<file path="src/rtl/uart_cfg_if.sv">
// Host-side bus of the configurable UART: framing config, TX/RX FIFO
// handshakes, serial pins and sticky error flags. slave = UART, master = host.
interface uart_cfg_if #(
  parameter int DBIT = 8
);
  logic [10:0]     dvsr_i;
  logic            par_en_i;
  logic            par_odd_i;
  logic            stop2_i;
  logic            wr_uart_i;
  logic [DBIT-1:0] w_data_i;
  logic            tx_full_o;
  logic            tx_idle_o;
  logic            tx_o;
  logic            rx_i;
  logic            rd_uart_i;
  logic [DBIT-1:0] r_data_o;
  logic            rx_empty_o;
  logic            par_err_o;
  logic            frm_err_o;
  logic            ovr_err_o;
  logic            clr_err_i;

  modport slave (
    input  dvsr_i, par_en_i, par_odd_i, stop2_i,
    input  wr_uart_i, w_data_i, rx_i,
    input  rd_uart_i, clr_err_i,
    output tx_full_o, tx_idle_o, tx_o,
    output r_data_o, rx_empty_o,
    output par_err_o, frm_err_o, ovr_err_o
  );

  modport master (
    output dvsr_i, par_en_i, par_odd_i, stop2_i,
    output wr_uart_i, w_data_i, rx_i,
    output rd_uart_i, clr_err_i,
    input  tx_full_o, tx_idle_o, tx_o,
    input  r_data_o, rx_empty_o,
    input  par_err_o, frm_err_o, ovr_err_o
  );
endinterface

</file>
<file path="src/rtl/uart_cfg.sv">
// Full-duplex UART, runtime framing (parity none/even/odd, 1/2 stop bits).
// Ports: clk_i, rst_i (async, active-high), bus (uart_cfg_if.slave).

// First-word-fall-through FIFO with registered full/empty flags.
module uart_cfg_fifo #(
  parameter int DW = 8,
  parameter int AW = 2
) (
  input  logic          clk_i,
  input  logic          rst_i,
  input  logic          wr_i,
  input  logic          rd_i,
  input  logic [DW-1:0] w_data_i,
  output logic [DW-1:0] r_data_o,
  output logic          full_o,
  output logic          empty_o
);
  logic [DW-1:0] mem_q [0:(1<<AW)-1];
  logic [AW-1:0] wp_q, wp_d, wp_inc;
  logic [AW-1:0] rp_q, rp_d, rp_inc;
  logic          full_q, full_d;
  logic          empty_q, empty_d;
  logic          we, re;

  assign re = rd_i & ~empty_q;
  // a write into a full FIFO is accepted only if a pop frees a slot
  assign we = wr_i & (~full_q | re);
  assign wp_inc = wp_q + 1'b1;
  assign rp_inc = rp_q + 1'b1;

  always_ff @(posedge clk_i) begin
    if (we) mem_q[wp_q] <= w_data_i;
  end

  always_comb begin
    wp_d    = wp_q;
    rp_d    = rp_q;
    full_d  = full_q;
    empty_d = empty_q;
    case ({we, re})
      2'b10: begin
        wp_d    = wp_inc;
        empty_d = 1'b0;
        full_d  = (wp_inc == rp_q);
      end
      2'b01: begin
        rp_d    = rp_inc;
        full_d  = 1'b0;
        empty_d = (rp_inc == wp_q);
      end
      2'b11: begin
        wp_d = wp_inc;
        rp_d = rp_inc;
      end
      default: ;
    endcase
  end

  always_ff @(posedge clk_i or posedge rst_i) begin
    if (rst_i) begin
      wp_q    <= '0;
      rp_q    <= '0;
      full_q  <= 1'b0;
      empty_q <= 1'b1;
    end else begin
      wp_q    <= wp_d;
      rp_q    <= rp_d;
      full_q  <= full_d;
      empty_q <= empty_d;
    end
  end

  assign r_data_o = mem_q[rp_q];
  assign full_o   = full_q;
  assign empty_o  = empty_q;
endmodule

module uart_cfg #(
  parameter int DBIT   = 8,
  parameter int FIFO_W = 2,
  parameter int OSR    = 16
) (
  input logic     clk_i,
  input logic     rst_i,
  uart_cfg_if.slave bus
);
  localparam int SW = $clog2(OSR);
  localparam logic [SW-1:0] CNT_LAST = SW'(OSR - 1);
  localparam logic [SW-1:0] CNT_MID  = SW'(OSR / 2 - 1);
  localparam logic [3:0]    N_LAST   = 4'(DBIT - 1);

  typedef enum logic [2:0] {
    ST_IDLE, ST_START, ST_DATA, ST_PAR, ST_STOP
  } st_t;

  // ---------------- baud tick ----------------
  logic [10:0] cnt_q, cnt_d;
  logic        tick;

  assign tick  = (cnt_q >= bus.dvsr_i);
  assign cnt_d = tick ? '0 : cnt_q + 1'b1;

  always_ff @(posedge clk_i or posedge rst_i) begin
    if (rst_i) cnt_q <= '0;
    else       cnt_q <= cnt_d;
  end

  // ---------------- FIFOs ----------------
  logic            tx_pop, tx_empty, tx_full;
  logic [DBIT-1:0] tx_head;
  logic            rx_push, rx_empty, rx_full;

  uart_cfg_fifo #(.DW(DBIT), .AW(FIFO_W)) u_txf (
    .clk_i    (clk_i),
    .rst_i    (rst_i),
    .wr_i     (bus.wr_uart_i),
    .rd_i     (tx_pop),
    .w_data_i (bus.w_data_i),
    .r_data_o (tx_head),
    .full_o   (tx_full),
    .empty_o  (tx_empty)
  );

  logic [DBIT-1:0] rx_sh_q, rx_sh_d;

  uart_cfg_fifo #(.DW(DBIT), .AW(FIFO_W)) u_rxf (
    .clk_i    (clk_i),
    .rst_i    (rst_i),
    .wr_i     (rx_push),
    .rd_i     (bus.rd_uart_i),
    .w_data_i (rx_sh_q),
    .r_data_o (bus.r_data_o),
    .full_o   (rx_full),
    .empty_o  (rx_empty)
  );

  // ---------------- TX FSM ----------------
  st_t             tx_st_q, tx_st_d;
  logic [SW-1:0]   tx_s_q, tx_s_d;
  logic [3:0]      tx_n_q, tx_n_d;
  logic [DBIT-1:0] tx_sh_q, tx_sh_d;
  logic            tx_par_q, tx_par_d;
  logic            tx_pen_q, tx_pen_d;
  logic            tx_stp2_q, tx_stp2_d;
  logic            tx_q, tx_bit, tx_last;

  assign tx_last = tick & (tx_s_q == CNT_LAST);

  always_ff @(posedge clk_i or posedge rst_i) begin
    if (rst_i) begin
      tx_st_q   <= ST_IDLE;
      tx_s_q    <= '0;
      tx_n_q    <= '0;
      tx_sh_q   <= '0;
      tx_par_q  <= 1'b0;
      tx_pen_q  <= 1'b0;
      tx_stp2_q <= 1'b0;
      tx_q      <= 1'b1;
    end else begin
      tx_st_q   <= tx_st_d;
      tx_s_q    <= tx_s_d;
      tx_n_q    <= tx_n_d;
      tx_sh_q   <= tx_sh_d;
      tx_par_q  <= tx_par_d;
      tx_pen_q  <= tx_pen_d;
      tx_stp2_q <= tx_stp2_d;
      tx_q      <= tx_bit;
    end
  end

  always_comb begin
    tx_st_d   = tx_st_q;
    tx_s_d    = tx_s_q;
    tx_n_d    = tx_n_q;
    tx_sh_d   = tx_sh_q;
    tx_par_d  = tx_par_q;
    tx_pen_d  = tx_pen_q;
    tx_stp2_d = tx_stp2_q;
    if (tick && tx_st_q != ST_IDLE)
      tx_s_d = tx_last ? '0 : tx_s_q + 1'b1;
    unique case (tx_st_q)
      ST_START: begin
        if (tx_last) begin
          tx_n_d  = '0;
          tx_st_d = ST_DATA;
        end
      end
      ST_DATA: begin
        if (tx_last) begin
          tx_sh_d = tx_sh_q >> 1;
          if (tx_n_q == N_LAST) begin
            tx_n_d  = '0;
            tx_st_d = tx_pen_q ? ST_PAR : ST_STOP;
          end else begin
            tx_n_d = tx_n_q + 1'b1;
          end
        end
      end
      ST_PAR: begin
        if (tx_last) tx_st_d = ST_STOP;
      end
      ST_STOP: begin
        if (tx_last) begin
          if (tx_stp2_q && !tx_n_q[0]) tx_n_d = 4'd1;
          else                         tx_st_d = ST_IDLE;
        end
      end
      default: ;
    endcase
    // loading a word overrides the above so frames chain with no gap
    if (tx_pop) begin
      tx_st_d   = ST_START;
      tx_s_d    = '0;
      tx_sh_d   = tx_head;
      tx_par_d  = ^tx_head ^ bus.par_odd_i;
      tx_pen_d  = bus.par_en_i;
      tx_stp2_d = bus.stop2_i;
    end
  end

  always_comb begin
    tx_bit = 1'b1;
    tx_pop = 1'b0;
    unique case (tx_st_q)
      ST_IDLE:  tx_pop = ~tx_empty;
      ST_START: tx_bit = 1'b0;
      ST_DATA:  tx_bit = tx_sh_q[0];
      ST_PAR:   tx_bit = tx_par_q;
      ST_STOP:  tx_pop = tx_last & ~tx_empty &
                         (~tx_stp2_q | tx_n_q[0]);
      default: ;
    endcase
  end

  // ---------------- RX FSM ----------------
  st_t           rx_st_q, rx_st_d;
  logic [SW-1:0] rx_s_q, rx_s_d;
  logic [3:0]    rx_n_q, rx_n_d;
  logic          rx_pen_q, rx_pen_d;
  logic          rx_podd_q, rx_podd_d;
  logic          rx_stp2_q, rx_stp2_d;
  logic [1:0]    sync_q;
  logic          rxs, rx_last;
  logic          par_set, frm_set, ovr_set;

  assign rxs     = sync_q[1];
  assign rx_last = tick & (rx_s_q == CNT_LAST);

  always_ff @(posedge clk_i or posedge rst_i) begin
    if (rst_i) begin
      sync_q    <= 2'b11;
      rx_st_q   <= ST_IDLE;
      rx_s_q    <= '0;
      rx_n_q    <= '0;
      rx_sh_q   <= '0;
      rx_pen_q  <= 1'b0;
      rx_podd_q <= 1'b0;
      rx_stp2_q <= 1'b0;
    end else begin
      sync_q    <= {sync_q[0], bus.rx_i};
      rx_st_q   <= rx_st_d;
      rx_s_q    <= rx_s_d;
      rx_n_q    <= rx_n_d;
      rx_sh_q   <= rx_sh_d;
      rx_pen_q  <= rx_pen_d;
      rx_podd_q <= rx_podd_d;
      rx_stp2_q <= rx_stp2_d;
    end
  end

  always_comb begin
    rx_st_d   = rx_st_q;
    rx_s_d    = rx_s_q;
    rx_n_d    = rx_n_q;
    rx_sh_d   = rx_sh_q;
    rx_pen_d  = rx_pen_q;
    rx_podd_d = rx_podd_q;
    rx_stp2_d = rx_stp2_q;
    unique case (rx_st_q)
      ST_IDLE: begin
        if (!rxs) begin
          rx_st_d   = ST_START;
          rx_s_d    = '0;
          rx_pen_d  = bus.par_en_i;
          rx_podd_d = bus.par_odd_i;
          rx_stp2_d = bus.stop2_i;
        end
      end
      ST_START: begin
        // half a bit in: a high line means the edge was a glitch
        if (tick) begin
          if (rx_s_q == CNT_MID) begin
            rx_s_d  = '0;
            rx_n_d  = '0;
            rx_st_d = rxs ? ST_IDLE : ST_DATA;
          end else begin
            rx_s_d = rx_s_q + 1'b1;
          end
        end
      end
      ST_DATA: begin
        if (tick) rx_s_d = rx_last ? '0 : rx_s_q + 1'b1;
        if (rx_last) begin
          rx_sh_d = {rxs, rx_sh_q[DBIT-1:1]};
          if (rx_n_q == N_LAST) begin
            rx_n_d  = '0;
            rx_st_d = rx_pen_q ? ST_PAR : ST_STOP;
          end else begin
            rx_n_d = rx_n_q + 1'b1;
          end
        end
      end
      ST_PAR: begin
        if (tick) rx_s_d = rx_last ? '0 : rx_s_q + 1'b1;
        if (rx_last) rx_st_d = ST_STOP;
      end
      ST_STOP: begin
        if (tick) rx_s_d = rx_last ? '0 : rx_s_q + 1'b1;
        if (rx_last) begin
          if (rx_stp2_q && !rx_n_q[0]) rx_n_d = 4'd1;
          else                         rx_st_d = ST_IDLE;
        end
      end
      default: rx_st_d = ST_IDLE;
    endcase
  end

  always_comb begin
    rx_push = 1'b0;
    par_set = 1'b0;
    frm_set = 1'b0;
    unique case (rx_st_q)
      ST_PAR: begin
        par_set = rx_last & (rxs != (^rx_sh_q ^ rx_podd_q));
      end
      ST_STOP: begin
        frm_set = rx_last & ~rxs;
        rx_push = rx_last & (~rx_stp2_q | rx_n_q[0]);
      end
      default: ;
    endcase
  end

  // a simultaneous host pop lets a push into a full FIFO succeed
  assign ovr_set = rx_push & rx_full & ~bus.rd_uart_i;

  // ---------------- sticky errors ----------------
  logic par_q, par_d, frm_q, frm_d, ovr_q, ovr_d;

  assign par_d = par_set | (par_q & ~bus.clr_err_i);
  assign frm_d = frm_set | (frm_q & ~bus.clr_err_i);
  assign ovr_d = ovr_set | (ovr_q & ~bus.clr_err_i);

  always_ff @(posedge clk_i or posedge rst_i) begin
    if (rst_i) begin
      par_q <= 1'b0;
      frm_q <= 1'b0;
      ovr_q <= 1'b0;
    end else begin
      par_q <= par_d;
      frm_q <= frm_d;
      ovr_q <= ovr_d;
    end
  end

  assign bus.tx_o       = tx_q;
  assign bus.tx_full_o  = tx_full;
  assign bus.tx_idle_o  = tx_empty & (tx_st_q == ST_IDLE);
  assign bus.rx_empty_o = rx_empty;
  assign bus.par_err_o  = par_q;
  assign bus.frm_err_o  = frm_q;
  assign bus.ovr_err_o  = ovr_q;
endmodule

</file>
<file path="src/flat_wrapper.sv">
// flat-port wrapper written by rule: the top's interface ports become plain ports
module uart_cfg_flat 
#(
  parameter int DBIT   = 8,
  parameter int FIFO_W = 2,
  parameter int OSR    = 16
)
  (clk_i, rst_i, bus_dvsr_i, bus_par_en_i, bus_par_odd_i, bus_stop2_i, bus_wr_uart_i, bus_w_data_i, bus_rx_i, bus_rd_uart_i, bus_clr_err_i, bus_tx_full_o, bus_tx_idle_o, bus_tx_o, bus_r_data_o, bus_rx_empty_o, bus_par_err_o, bus_frm_err_o, bus_ovr_err_o);
  uart_cfg_if #(.DBIT(DBIT)) bus_i ();
  input logic clk_i;
  input logic rst_i;
  input wire logic [$bits(bus_i.dvsr_i)-1:0] bus_dvsr_i;
  input wire logic [$bits(bus_i.par_en_i)-1:0] bus_par_en_i;
  input wire logic [$bits(bus_i.par_odd_i)-1:0] bus_par_odd_i;
  input wire logic [$bits(bus_i.stop2_i)-1:0] bus_stop2_i;
  input wire logic [$bits(bus_i.wr_uart_i)-1:0] bus_wr_uart_i;
  input wire logic [$bits(bus_i.w_data_i)-1:0] bus_w_data_i;
  input wire logic [$bits(bus_i.rx_i)-1:0] bus_rx_i;
  input wire logic [$bits(bus_i.rd_uart_i)-1:0] bus_rd_uart_i;
  input wire logic [$bits(bus_i.clr_err_i)-1:0] bus_clr_err_i;
  output wire logic [$bits(bus_i.tx_full_o)-1:0] bus_tx_full_o;
  output wire logic [$bits(bus_i.tx_idle_o)-1:0] bus_tx_idle_o;
  output wire logic [$bits(bus_i.tx_o)-1:0] bus_tx_o;
  output wire logic [$bits(bus_i.r_data_o)-1:0] bus_r_data_o;
  output wire logic [$bits(bus_i.rx_empty_o)-1:0] bus_rx_empty_o;
  output wire logic [$bits(bus_i.par_err_o)-1:0] bus_par_err_o;
  output wire logic [$bits(bus_i.frm_err_o)-1:0] bus_frm_err_o;
  output wire logic [$bits(bus_i.ovr_err_o)-1:0] bus_ovr_err_o;
  assign bus_i.dvsr_i = bus_dvsr_i;
  assign bus_i.par_en_i = bus_par_en_i;
  assign bus_i.par_odd_i = bus_par_odd_i;
  assign bus_i.stop2_i = bus_stop2_i;
  assign bus_i.wr_uart_i = bus_wr_uart_i;
  assign bus_i.w_data_i = bus_w_data_i;
  assign bus_i.rx_i = bus_rx_i;
  assign bus_i.rd_uart_i = bus_rd_uart_i;
  assign bus_i.clr_err_i = bus_clr_err_i;
  assign bus_tx_full_o = bus_i.tx_full_o;
  assign bus_tx_idle_o = bus_i.tx_idle_o;
  assign bus_tx_o = bus_i.tx_o;
  assign bus_r_data_o = bus_i.r_data_o;
  assign bus_rx_empty_o = bus_i.rx_empty_o;
  assign bus_par_err_o = bus_i.par_err_o;
  assign bus_frm_err_o = bus_i.frm_err_o;
  assign bus_ovr_err_o = bus_i.ovr_err_o;
  uart_cfg #(.DBIT(DBIT), .FIFO_W(FIFO_W), .OSR(OSR)) u_core (.clk_i(clk_i), .rst_i(rst_i), .bus(bus_i));
endmodule
</file>
<file path="config.mk">
export PLATFORM = sky130hd
export DESIGN_NAME = uart_cfg_flat
export DESIGN_NICKNAME = d
export VERILOG_FILES = /design/src/rtl/uart_cfg_if.sv /design/src/rtl/uart_cfg.sv /design/src/flat_wrapper.sv
export SDC_FILE = /design/constraint.sdc
export NUM_CORES = 1
export LEC_CHECK = 0
export CAP_MARGIN = 20
export CELL_PAD_IN_SITES_DETAIL_PLACEMENT = 1
export CELL_PAD_IN_SITES_GLOBAL_PLACEMENT = 1
export CORE_MARGIN = 4
export CORE_UTILIZATION = 50
export CTS_BUF_LIST = sky130_fd_sc_hd__clkbuf_4 sky130_fd_sc_hd__clkbuf_8
export DETAILED_ROUTE_END_ITERATION = 8
export GPL_ROUTABILITY_DRIVEN = 1
export HOLD_SLACK_MARGIN = 0.12
export MAX_ROUTING_LAYER = met4
export PLACE_DENSITY_LB_ADDON = 0.1
export SKIP_LAST_GASP = 1
export SLEW_MARGIN = 25
export SYNTH_ARGS = -nofsm -noshare
export SYNTH_HDL_FRONTEND = slang
export SYNTH_HIERARCHICAL = 1
export SYNTH_SLANG_ARGS = --single-unit
</file>
<file path="constraint.sdc">
create_clock -name clk_i -period 4.9 [get_ports clk_i]
set_input_delay 0.98 -clock clk_i [delete_from_list [all_inputs] [get_ports clk_i]]
set_output_delay 0.98 -clock clk_i [all_outputs]
set_load 0.1 [all_outputs]
</file>
# [After elaboration in Yosys (flattened, before gate mapping)]
# Memory sizes are Yosys's and may differ from the RTL's.
# Index checks and enable logic that the tools add are counted.
[op_classes] addsub=9 order_cmp=1 eq_ne=44 mux=59 n_bitwise=35 reduce_logical=32
[op_table] op="2-to-1 mux 4 bit" n=19
[op_table] op="2-to-1 mux 3 bit" n=17
[op_table] op="one-hot mux 4 bit (3 select lines)" n=3
[op_table] op="2-to-1 mux 8 bit" n=3
[op_table] op="inequality test 2 x 1 -> 1 bit, second input constant" n=12
[op_table] op="bitwise AND 1 bit" n=17
[op_table] op="adder 4 x 1 -> 4 bit, second input constant" n=4
[op_table] op="parity 8 bit" n=2
[op_table] op="inequality test 3 x 2 -> 1 bit, second input constant" n=5
[op_table] op="one-hot mux 3 bit (5 select lines)" n=1
[op_table] op="equality test 3 x 2 -> 1 bit, second input constant" n=4
[op_table] op="equality test 4 x 3 -> 1 bit, second input constant" n=3
[op_table] op="one-hot mux 3 bit (4 select lines)" n=1
[op_table] op="nonzero test 3 bit" n=4
[op_table] op="adder 11 x 1 -> 11 bit, second input constant" n=1
[op_table] op=">= comparator 11 bit" n=1
[op_table] op="2-to-1 mux 11 bit" n=1
[op_table] op="one-hot mux 1 bit (2 select lines)" n=5
[op_table] op="nonzero test 2 bit" n=5
[op_table] op="inverter 1 bit" n=9
[op_table] op="adder 2 x 1 -> 2 bit, second input constant" n=4
[op_table] op="equality test 2 bit" n=4
[op_table] op="equality test 2 bit, second input constant" n=4
[op_table] op="equality test 4 bit, second input constant" n=2
[op_table] op="other kinds (23)" n=49
[totals] reg_bits=73 ramBits=64 in_bits=28 out_inout_bits=15 memories=2
[mem_list] name="u_core.u_rxf.mem_q" words=4 width=8 rd=1 rd_ports_with_merged_regs=0 write_ports=1 line="uart_cfg.sv:18" text="logic [DW-1:0] mem_q [0:(1<<AW)-1];"
[mem_list] name="u_core.u_txf.mem_q" words=4 width=8 rd=1 rd_ports_with_merged_regs=0 write_ports=1 line="uart_cfg.sv:18"

# [Depth between registers and ports, before layout]
# Gate-level depths: netlist (run 1).
[logic_depth] word_depth=10 ltp_mapped=15 depth_no_buf=14

# [Modules after synthesis]
# Netlist (run 1), hierarchy kept.
[by_module_without_submodules] mod="uart_cfg" n_inst=1 cells_each=355 area_per_inst_um2=3577.2 seq_area_each_um2=1530.2
[by_module_without_submodules] mod="uart_cfg_fifo" n_inst=2 cells_each=83 area_per_inst_um2=1577.8 seq_area_each_um2=1112.3

# [Worst setup path before layout (run 1)]
# Ideal clock, no wire load.
[synth_path] path_type="input-to-reg" start="in bus_dvsr_i[6]" end="reg u_core.u_txf.wp_q[1]" setup_time_ns=0.125 arrival_time_ns=3.266 required_ns=4.775 path_slack_ns=1.509 stages=14 path_cell_list="inv_1 > ha_1 > a21oi_1 > o21ai_1 > a31oi_2 > o21ai_2 > buf_6 > o21ai_4 > inv_2 > nand2b_1 > a21boi_2 > ha_1 > nor2_1 > mux2_2"
[synth_between] elab_chain_len=10 word_cells_on_any_way=11 classes_between="1 x order compare; 2 x eq/ne; 1 x mux; 6 x bitwise; 1 x reduce/logical"
[synth_rtl] item="from (decl)" line="flat_wrapper.sv:12" text="input wire logic [$bits(bus_i.dvsr_i)-1:0] bus_dvsr_i;"
[synth_rtl] item=">= comparator 11 bit *" line="uart_cfg.sv:100" text="assign tick = (cnt_q >= bus.dvsr_i);"
[synth_rtl] item="bitwise AND 1 bit *" line="uart_cfg.sv:147" text="assign tx_last = tick & (tx_s_q == CNT_LAST);"
[synth_rtl] item="bitwise AND 1 bit * (2 in series)" line="uart_cfg.sv:229" text="ST_STOP: tx_pop = tx_last & ~tx_empty &"
[synth_rtl] item="one-hot mux 1 bit (2 select lines) *" line="uart_cfg.sv:224" text="unique case (tx_st_q)"
[synth_rtl] item="net u_core.tx_pop" line="uart_cfg.sv:109" text="logic tx_pop, tx_empty, tx_full;"
[synth_rtl] item="bitwise AND 1 bit *" line="uart_cfg.sv:25" text="assign re = rd_i & ~empty_q;"
[synth_rtl] item="bitwise OR 1 bit" line="uart_cfg.sv:27" text="assign we = wr_i & (~full_q | re);"
[synth_rtl] item="bitwise AND 1 bit" line="uart_cfg.sv:27"
[synth_rtl] item="equality test 2 bit" line="uart_cfg.sv:40" text="case ({we, re})"
[synth_rtl] item="OR reduction 2 bit (no source line) *"
[synth_rtl] item="to (signal assigned)" line="uart_cfg.sv:66" text="wp_q <= wp_d;"
[synth_rtl] item="to (decl)" line="uart_cfg.sv:19" text="logic [AW-1:0] wp_q, wp_d, wp_inc;"
# Mark *: on every way through the listed nets, which the timed path passes. The rest lies on a longest branch.
# A chain may end at the register's enable or synchronous reset.

# [Worst setup path after layout (run 1)]
[layout_path] start="reg u_core.tx_st_q[2]" end="out bus_tx_idle_o"
[layout_between] elab_chain_len=2
[layout_rtl] item="from (decl)" line="uart_cfg.sv:138" text="st_t tx_st_q, tx_st_d;"
[layout_rtl] item="from (signal assigned)" line="uart_cfg.sv:160" text="tx_st_q <= tx_st_d;"
[layout_rtl] item="zero test 3 bit" line="uart_cfg.sv:368" text="assign bus.tx_idle_o = tx_empty & (tx_st_q == ST_IDLE);"
[layout_rtl] item="bitwise AND 1 bit" line="uart_cfg.sv:368"
[layout_rtl] item="to (decl)" line="flat_wrapper.sv:22" text="output wire logic [$bits(bus_i.tx_idle_o)-1:0] bus_tx_idle_o;"
# Every way passes these cells.

==> results of run 1 <==
==> routing by layer <==
metal | GRT usage | vias up | routed length, um
li1 | - | 1984 | -
met1 | 0.251 | 2143 | 6120
met2 | 0.332 | 59 | 6930
met3 | 0.0386 | 18 | 379
met4 | 0.0726 | 0 | 260
met5 | - | - | 0
==> layout by cell type (no fill, tap or decap), types with 16 or more instances in the layout <==
| master | n |
|---|---|
| o21ai_0 | 22 |
| inv_1 | 26 |
| edfxtp_1 | 64 |
| dfrtp_1 | 68 |
| xnor2_1 | 27 |
| nand2_1 | 39 |
| nor2_1 | 31 |
| clkbuf_8 | 17 |
| mux2_2 | 23 |
| ha_1 | 30 |
| nand3_1 | 18 |
| mux4_2 | 16 |
| clkdlybuf4s50_1 | 42 |
| a21oi_1 | 16 |
==> where the power goes <==
part	total (mW)	internal [mW]	switching (mW)	leakage, nW
sequential	1.58	1.37	0.211	1.53
combinational	0.918	0.395	0.523	1.41
clock	0.899	0.421	0.478	0.194
==> how the worst max path moves through the flow <==
| stage | start | end | slack [ns] | depth (start not counted) |
|---|---|---|---|---|
| after floorplan | bus_dvsr_i[6] | u_core/u_txf/wp_q[1] | 1.51 | 14 |
| after global placement | bus_dvsr_i[2] | u_core/u_rxf/mem_q[2][4] | 0.73 | 12 |
| after detailed placement | bus_dvsr_i[2] | u_core/u_txf/mem_q[3][2] | 0.62 | 12 |
| after CTS | u_core/u_rxf/rp_q[0] | bus_r_data_o[7] | 1.04 | 2 |
| after global routing | bus_dvsr_i[2] | u_core/u_rxf/full_o | 0.81 | 13 |
| final | u_core/tx_st_q[2] | bus_tx_idle_o | 1.09 | 3 |
==> layout make-up <==
class	instances	area, sq um
Tap cell	176	220
Clock buffer	17	234
Fill cell	1304	5520
Clock inverter	15	154
Sequential cell	137	3750
Inverter	28	106
Multi-Input combinational cell	341	2770
Timing Repair Buffer	44	435
==> critical path, stage by stage (launching register included) <==
cell             delay, ns
dfrtp_1               0.56
nor3_2                0.47
and2_1                0.22
clkdlybuf4s50_1       1.14
==> flip-flops by register name, summed over array words and instances (netlist names), 2 cells and up <==
signal              flops
u_core/u_rxf/mem_q     32
u_core/u_txf/mem_q     32
u_core/cnt_q           11
u_core/rx_sh_q          8
u_core/tx_sh_q          8
u_core/rx_n_q           4
u_core/rx_s_q           4
u_core/tx_n_q           4
u_core/tx_s_q           4
u_core/rx_st_q          3
u_core/tx_st_q          3
u_core/sync_q           2
u_core/u_rxf/rp_q       2
u_core/u_rxf/wp_q       2
u_core/u_txf/rp_q       2
u_core/u_txf/wp_q       2
==> cell families after synthesis <==
logic type	synth area share
AO/OA/AOI/OAI	0.0764
adder cells (fa/ha/maj)	0.0558
XOR/XNOR	0.0507
multiplexers	0.114
buffers and inverters	0.0312
flip-flops	0.558
AND/OR/NAND/NOR	0.115
==> flow_metrics.env, run 1 <==
export IMPL_period_needed_ns=3.81
export IMPL_post_cts_setup_buffers=0
export IMPL_place_gp_congestion=0.772
export IMPL_setup_tns_ns=0
export IMPL_grt_usage=0.202
export IMPL_leakagePower_nw=3.14
export IMPL_hold_start="u_core/sync_q[0]"
export IMPL_ios=43
export IMPL_first_global_vias=4540
export IMPL_required_ns=3.92
export IMPL_post_cts_resized=0
export IMPL_dp_final_hpwl_um=10100
export IMPL_power_density_mw_per_mm2=443
export IMPL_grt_pass1_wl_um=23100
export IMPL_num_vias=4204
export IMPL_grt_overflow=0
export IMPL_p_total_mw=3.40
export IMPL_async_flop_share=0.533
export IMPL_drive_gt1_frac=0.177
export IMPL_ys_ff_latch=137
export IMPL_yosysWarnings=6
export IMPL_timing_fmax_ghz=0.263
export IMPL_seq_area_frac_synth=0.558
export IMPL_postCtsHoldBufs=0
export IMPL_grt_max_degree=47
export IMPL_drc_errors=0
export IMPL_endpoint_kind="output pin"
export IMPL_drt_iter0_drc=235
export IMPL_synth_most_common_cell="dfrtp_1"
export IMPL_ys_top_cells_by_count="68 x dfrtp_1, 64 x edfxtp_1, 39 x nand2_1"
export IMPL_place_ws_ns=0.618
export IMPL_initial_core_util=0.510
export IMPL_clockBufferDepth=2
export IMPL_startpoint_type="flip-flop"
export IMPL_setup_slack_ns=1.09
export IMPL_clk_pin_slew_ns=0.08
export IMPL_cts_root_buf="clkbuf_8"
export IMPL_whs_endpoint="u_core/sync_q[1]"
export IMPL_routed_wl_um=13700
export IMPL_ir_drop_mv=0.231
export IMPL_die_area_sq_mm=0.0154
export IMPL_yosysTopAreaCell="edfxtp_1"
export IMPL_fin_nets=627
export IMPL_grt_antenna_before_repair=0
export IMPL_synth_cell_types=59
export IMPL_synthFlopType="dfrtp_1"
export IMPL_htreeDepth=4
export IMPL_r2r_start="u_core/cnt_q[0]"
export IMPL_r2r_setup_slack_ns=1.60
export IMPL_hold_depth=0
export IMPL_worstPathArrival_ns=2.83
export IMPL_place_inst=726
export IMPL_path_class="reg2out"
export IMPL_synthTopCellsByArea="edfxtp_1 29%, dfrtp_1 25%, ha_1 5.6%"
export IMPL_rsz0062_at_grt="false"
export IMPL_syn_nets=579
export IMPL_fin_cells=758
export IMPL_die_w_um=124
export IMPL_core_area_sq_mm=0.0132
export IMPL_min_path_type="reg2reg"
export IMPL_cts_tree="built"
export IMPL_slew_headroom=0.344
export IMPL_clock_sinks=137
export IMPL_avgRoutedWirePerCell_um=18.1
export IMPL_ant_nets=0
export IMPL_clock_latency_ns=0.44
export IMPL_io_buffers=42
export IMPL_syn_area_sq_mm=0.00673
export IMPL_cts_buffers_inserted=17
export IMPL_via_per_inst=5.55
export IMPL_period_share=0.777
export IMPL_reg2reg_depth=11
export IMPL_finish_utilization=0.582
export IMPL_placed_area_sq_mm=0.00728
export IMPL_areaGrowthSynthToFinish_pct=14.0
export IMPL_core_rowCount=42
export IMPL_stdcell_area_sq_mm=0.00767
export IMPL_tightest_slew_ns=0.981
export IMPL_r2r_end="u_core/u_rxf/mem_q[2][4]"
export IMPL_synth_top_area_frac=0.285
export IMPL_hold_violations=0
export IMPL_crit_path_max_fanout=12
export IMPL_timing_max_cap_violations=0
export IMPL_netlist_instances=521
export IMPL_diodes=0
export IMPL_synth_edf_count=64
export IMPL_drv_slew=0
export IMPL_first_pass_iters=4
export IMPL_status="finished clean"
export IMPL_die_h_um=124
export IMPL_finalClockSkew_ns=0.0125
export IMPL_finalSetupViolCount=0
export IMPL_hold_ws_ns=0.360
export IMPL_syn_area_per_cell_sq_um=12.9
No activity file was read; power rests on OpenSTA's default activity.
==> inputs of run 2 (changes only) <==
Settings changed: CORE_UTILIZATION 50 to 46.
Clock period 4.9 ns to 3.15 ns, I/O delays scaled along.
==> flow_metrics.env, run 2 (same netlist as run 1, synthesis figures left out) <==
export IMPL_status="finished clean"
export IMPL_drt_iter0_drc=168
export IMPL_period_needed_ns=3.00
export IMPL_fillers=1447
export IMPL_drive_gt1_frac=0.256
export IMPL_required_ns=3.48
export IMPL_first_pass_iters=4
export IMPL_cts_tree="built"
export IMPL_ir_drop_mv=0.318
export IMPL_p_total_mw=5.60
export IMPL_die_area_sq_mm=0.0166
export IMPL_slew_headroom=0.516
export IMPL_ant_nets=0
export IMPL_place_gp_congestion=0.802
export IMPL_crit_path_max_fanout=4
export IMPL_grt_usage=0.194
export IMPL_min_path_type="reg2reg"
export IMPL_rsz0062_at_grt="false"
export IMPL_fin_nets=663
export IMPL_avgRoutedWirePerCell_um=18.0
export IMPL_cts_root_buf="clkbuf_8"
export IMPL_grt_antenna_before_repair=0
export IMPL_endpoint_kind="flip-flop"
export IMPL_timing_max_cap_violations=0
export IMPL_die_w_um=129
export IMPL_areaGrowthSynthToFinish_pct=19.6
export IMPL_grt_max_degree=39
export IMPL_hold_violations=0
export IMPL_htreeDepth=4
export IMPL_diodes=0
export IMPL_grt_overflow=0
export IMPL_tightest_slew_ns=0.725
export IMPL_cts_buffers_inserted=17
export IMPL_setup_slack_ns=0.147
export IMPL_largestRegisters="u_core/u_rxf/mem_q: 32 flops, u_core/u_txf/mem_q: 32 flops, u_core/cnt_q: 11 flops"
export IMPL_worstPathArrival_ns=3.33
export IMPL_io_buffers=42
export IMPL_dp_final_hpwl_um=10300
export IMPL_placed_area_sq_mm=0.00758
export IMPL_post_cts_setup_buffers=0
export IMPL_timing_fmax_ghz=0.333
export IMPL_stdcell_area_sq_mm=0.00805
export IMPL_finalSetupViolCount=0
export IMPL_core_area_sq_mm=0.0141
export IMPL_core_rowCount=43
export IMPL_finalClockSkew_ns=0.00990
export IMPL_routed_wl_um=14300
export IMPL_leakagePower_nw=3.39
export IMPL_place_ws_ns=-0.392
export IMPL_clockBufferDepth=2
export IMPL_via_per_inst=5.42
export IMPL_num_vias=4322
export IMPL_clk_pin_slew_ns=0.08
export IMPL_clock_latency_ns=0.44
export IMPL_grt_pass1_wl_um=24500
export IMPL_drv_slew=0
export IMPL_final_cell_mix="68 x dfrtp_1, 64 x edfxtp_1, 48 x buf_4"
export IMPL_final_common_cell="dfrtp_1"
export IMPL_initial_core_util=0.478
export IMPL_die_h_um=129
export IMPL_ios=43
export IMPL_startpoint_type="input port"
export IMPL_clock_sinks=137
export IMPL_path_class="in2reg"
export IMPL_period_share=0.953
export IMPL_power_density_mw_per_mm2=695
export IMPL_first_global_vias=4821
export IMPL_drc_errors=0
## run 2: cell count changes in the layout (fill, tap and decap cells not counted), moves of 2 or more
cell             delta
buf_4              +46
bufinv_16           +3
clkbuf_4            +2
inv_8               -3
clkdlybuf4s50_1    -15
inv_6               -2
buf_12              +5
## run 2: per-stage QoR
| step | hold WS (ns) | cells | TNS, ns | util |
|---|---|---|---|---|
| 2_1_floorplan | 0.345 | 521 | 0 | - |
| 3_3_place_gp | 0.350 | 766 | -13.74 | 0.538 |
| 3_5_place_dp | 0.356 | 766 | -21.01 | 0.538 |
| 4_1_cts | 0.369 | 798 | 0 | 0.569 |
| 5_1_grt | 0.371 | 798 | 0 | 0.571 |
| 6_report | 0.369 | 798 | 0 | 0.571 |
## run 2: worst paths after layout
| check | cells after the start | endpoint | slack (ns) | startpoint |
|---|---|---|---|---|
| hold / removal | 0 | u_core/sync_q[1] | 0.37 | u_core/sync_q[0] |
| setup reg to reg | 12 | u_core/u_rxf/wp_q[1] | 0.40 | u_core/cnt_q[6] |
| setup / recovery | 14 | u_core/u_rxf/wp_q[1] | 0.15 | bus_dvsr_i[6] |
| hold reg to reg | 0 | u_core/sync_q[1] | 0.37 | u_core/sync_q[0] |
| max in group asynchronous | 3 | u_core/bus.tx_o | 1.77 | rst_i |
| min in group asynchronous | 2 | u_core/u_txf/full_o | 0.59 | rst_i |
## run 2: cell type report
| class | instances | area (sq um) | area share |
|---|---|---|---|
| sequential | 137 | 3750 | 0.466 |
| multi-input combinational | 341 | 2800 | 0.347 |
| timing repair buffer | 80 | 731 | 0.0907 |
| clock buffer | 19 | 249 | 0.0309 |
| tap | 180 | 225 | 0.0280 |
| clock inverter | 13 | 191 | 0.0238 |
| inverter | 28 | 105 | 0.0130 |
## run 2: metal layers
metal / wire, um / track usage
met5: 0 / -
met4: 184 / 0.0537
met3: 371 / 0.0386
met2: 7450 / 0.322
met1: 6320 / 0.243
## run 2: where the power goes
part | internal [mW] | switching, mW
sequential | 2.13 | 0.317
clock | 0.890 | 0.716
combinational | 0.687 | 0.862
total | 3.71 | 1.89
## run 2: timing repair
item / in CTS / in global routing
endpoints found under the setup margin: 0 / 60
gates resized for setup: 0 / 5
hold buffers: 0 / 0
## run 2: worst max-delay path, cell delays in order
cell	delay, ns
clkdlybuf4s50_1	0.46
inv_1	0.04
ha_1	0.31
a21oi_1	0.19
o21ai_1	0.12
a31oi_2	0.23
o21ai_2	0.11
and2_1	0.18
nand3_1	0.11
nor2_1	0.05
a21boi_4	0.15
ha_1	0.19
nor2_1	0.20
mux2_2	0.37
==> inputs of run 3 (changes only) <==
Settings changed: CORE_UTILIZATION 46 to 50.
Clock period 3.15 ns to 3.5 ns, I/O delays scaled along.
==> flow_metrics.env, run 3 (same netlist as run 1, synthesis figures left out) <==
export IMPL_power_density_mw_per_mm2=632
export IMPL_slew_headroom=0.348
export IMPL_r2r_start="u_core/cnt_q[0]"
export IMPL_die_h_um=124
export IMPL_hold_violations=0
export IMPL_clockBufferDepth=2
export IMPL_ir_drop_mv=0.367
export IMPL_worstPathArrival_ns=3.48
export IMPL_drt_iter0_drc=196
export IMPL_place_inst=751
export IMPL_fillers=1321
export IMPL_drive_gt1_frac=0.231
export IMPL_drv_slew=0
export IMPL_cts_buffers_inserted=17
export IMPL_io_buffers=42
export IMPL_required_ns=3.83
export IMPL_place_gp_congestion=0.790
export IMPL_areaGrowthSynthToFinish_pct=18.4
export IMPL_multi_input_comb_area_sq_mm=0.00277
export IMPL_path_class="in2reg"
export IMPL_leakagePower_nw=3.34
export IMPL_rsz0062_at_grt="false"
export IMPL_whs_endpoint="u_core/sync_q[1]"
export IMPL_fin_nets=652
export IMPL_routed_wl_um=14800
export IMPL_finish_utilization=0.604
export IMPL_timing_max_cap_violations=0
export IMPL_core_area_sq_mm=0.0132
export IMPL_post_cts_resized=0
export IMPL_crit_path_max_fanout=4
export IMPL_diodes=0
export IMPL_final_common_cell="dfrtp_1"
export IMPL_avgRoutedWirePerCell_um=18.9
export IMPL_grt_pass1_wl_um=24200
export IMPL_tightest_slew_ns=0.975
export IMPL_r2r_end="u_core/u_txf/wp_q[1]"
export IMPL_r2r_setup_slack_ns=0.57
export IMPL_num_vias=4298
export IMPL_grt_max_degree=32
export IMPL_fin_cells=783
export IMPL_first_pass_iters=4
export IMPL_hold_ws_ns=0.363
export IMPL_core_rowCount=42
export IMPL_hold_start="u_core/sync_q[0]"
export IMPL_die_area_sq_mm=0.0154
export IMPL_startpoint_type="input port"
export IMPL_ant_nets=0
export IMPL_clock_latency_ns=0.45
export IMPL_post_cts_setup_buffers=0
export IMPL_dp_final_hpwl_um=10800
export IMPL_endpoint_kind="flip-flop"
export IMPL_period_needed_ns=3.15
export IMPL_final_cell_mix="68 x dfrtp_1, 64 x edfxtp_1, 39 x nand2_1"
export IMPL_reg2reg_depth=14
export IMPL_min_path_type="reg2reg"
export IMPL_largestRegisters="u_core/u_rxf/mem_q: 32 flops, u_core/u_txf/mem_q: 32 flops, u_core/cnt_q: 11 flops"
export IMPL_grt_usage=0.215
export IMPL_die_w_um=124
export IMPL_clk_pin_slew_ns=0.08
export IMPL_htreeDepth=4
export IMPL_postCtsHoldBufs=0
export IMPL_first_global_vias=4678
export IMPL_ios=43
export IMPL_setup_slack_ns=0.352
export IMPL_final_seq_area_sq_mm=0.00375
export IMPL_finalClockSkew_ns=0.0109
export IMPL_hold_depth=0
export IMPL_finalSetupViolCount=0
export IMPL_initial_core_util=0.510
export IMPL_via_per_inst=5.49
export IMPL_place_ws_ns=-0.0631
export IMPL_grt_antenna_before_repair=0
export IMPL_drc_errors=0
export IMPL_cts_tree="built"
export IMPL_cts_root_buf="clkbuf_8"
export IMPL_grt_overflow=0
export IMPL_status="finished clean"
export IMPL_period_share=0.900
export IMPL_clock_sinks=137
export IMPL_timing_fmax_ghz=0.318
-- run 3: cell types whose count changed in the layout (fill, tap and decap cells not counted), moves of 2 or more --
cell / before / now
clkbuf_8: 17 / 20
clkinvlp_4: 3 / 1
buf_4: 48 / 33
clkdlybuf4s50_1: 27 / 30
inv_6: 4 / 1
-- run 3: per-stage QoR --
stage	power (mW)	instance area, sq um	setup TNS, ns
floorplan	3.20	6730	0
global placement	3.53	7520	0
detailed placement	3.62	7520	-1.06
CTS	5.10	7970	0
global route	5.33	7970	0
finish	5.04	7970	0
-- run 3: worst max-delay path: stages --
cell	delay [ns]
clkdlybuf4s50_1	0.47
inv_1	0.05
ha_1	0.33
a21oi_1	0.17
nand2_1	0.08
a31oi_2	0.18
o21ai_2	0.11
buf_4	0.16
o21ai_4	0.15
inv_2	0.05
nand2b_1	0.17
inv_1	0.12
ha_1	0.22
nor2_1	0.18
mux2_2	0.35
-- run 3: report_power, final --
part | switching [mW] | leakage (nW) | internal (mW)
combinational | 0.768 | 1.57 | 0.599
sequential | 0.296 | 1.53 | 1.92
clock | 0.607 | 0.230 | 0.851
total | 1.67 | 3.34 | 3.37
-- run 3: how the worst max path moves through the flow --
stage | startpoint | to | slack [ns] | cells past startpoint
final | bus_dvsr_i[10] | u_core/u_txf/wp_q[1] | 0.35 | 15
after global routing | bus_dvsr_i[2] | u_core/u_txf/wp_q[1] | 0.16 | 15
after global placement | bus_dvsr_i[2] | u_core/u_rxf/mem_q[1][4] | 0.04 | 14
after detailed placement | bus_dvsr_i[6] | u_core/u_txf/wp_q[1] | -0.06 | 15
after CTS | bus_dvsr_i[6] | u_core/u_txf/wp_q[1] | 0.37 | 15
after floorplan | bus_dvsr_i[6] | u_core/u_txf/wp_q[1] | 0.39 | 14
-- run 3: layout make-up --
| class | instances | area share |
|---|---|---|
| clock buffer | 22 | 0.0364 |
| clock inverter | 10 | 0.0206 |
| inverter | 28 | 0.0132 |
| multi-input combinational | 341 | 0.347 |
| sequential | 137 | 0.471 |
| tap | 176 | 0.0276 |
| timing repair buffer | 69 | 0.0838 |
-- run 3: metal layers --
| metal | vias to the layer above | global-route usage | routed length, um |
|---|---|---|---|
| li1 | 2031 | - | - |
| met4 | 0 | 0.0732 | 265 |
| met5 | - | - | 0 |
| met3 | 26 | 0.0481 | 486 |
| met2 | 69 | 0.361 | 7830 |
| met1 | 2172 | 0.258 | 6230 |
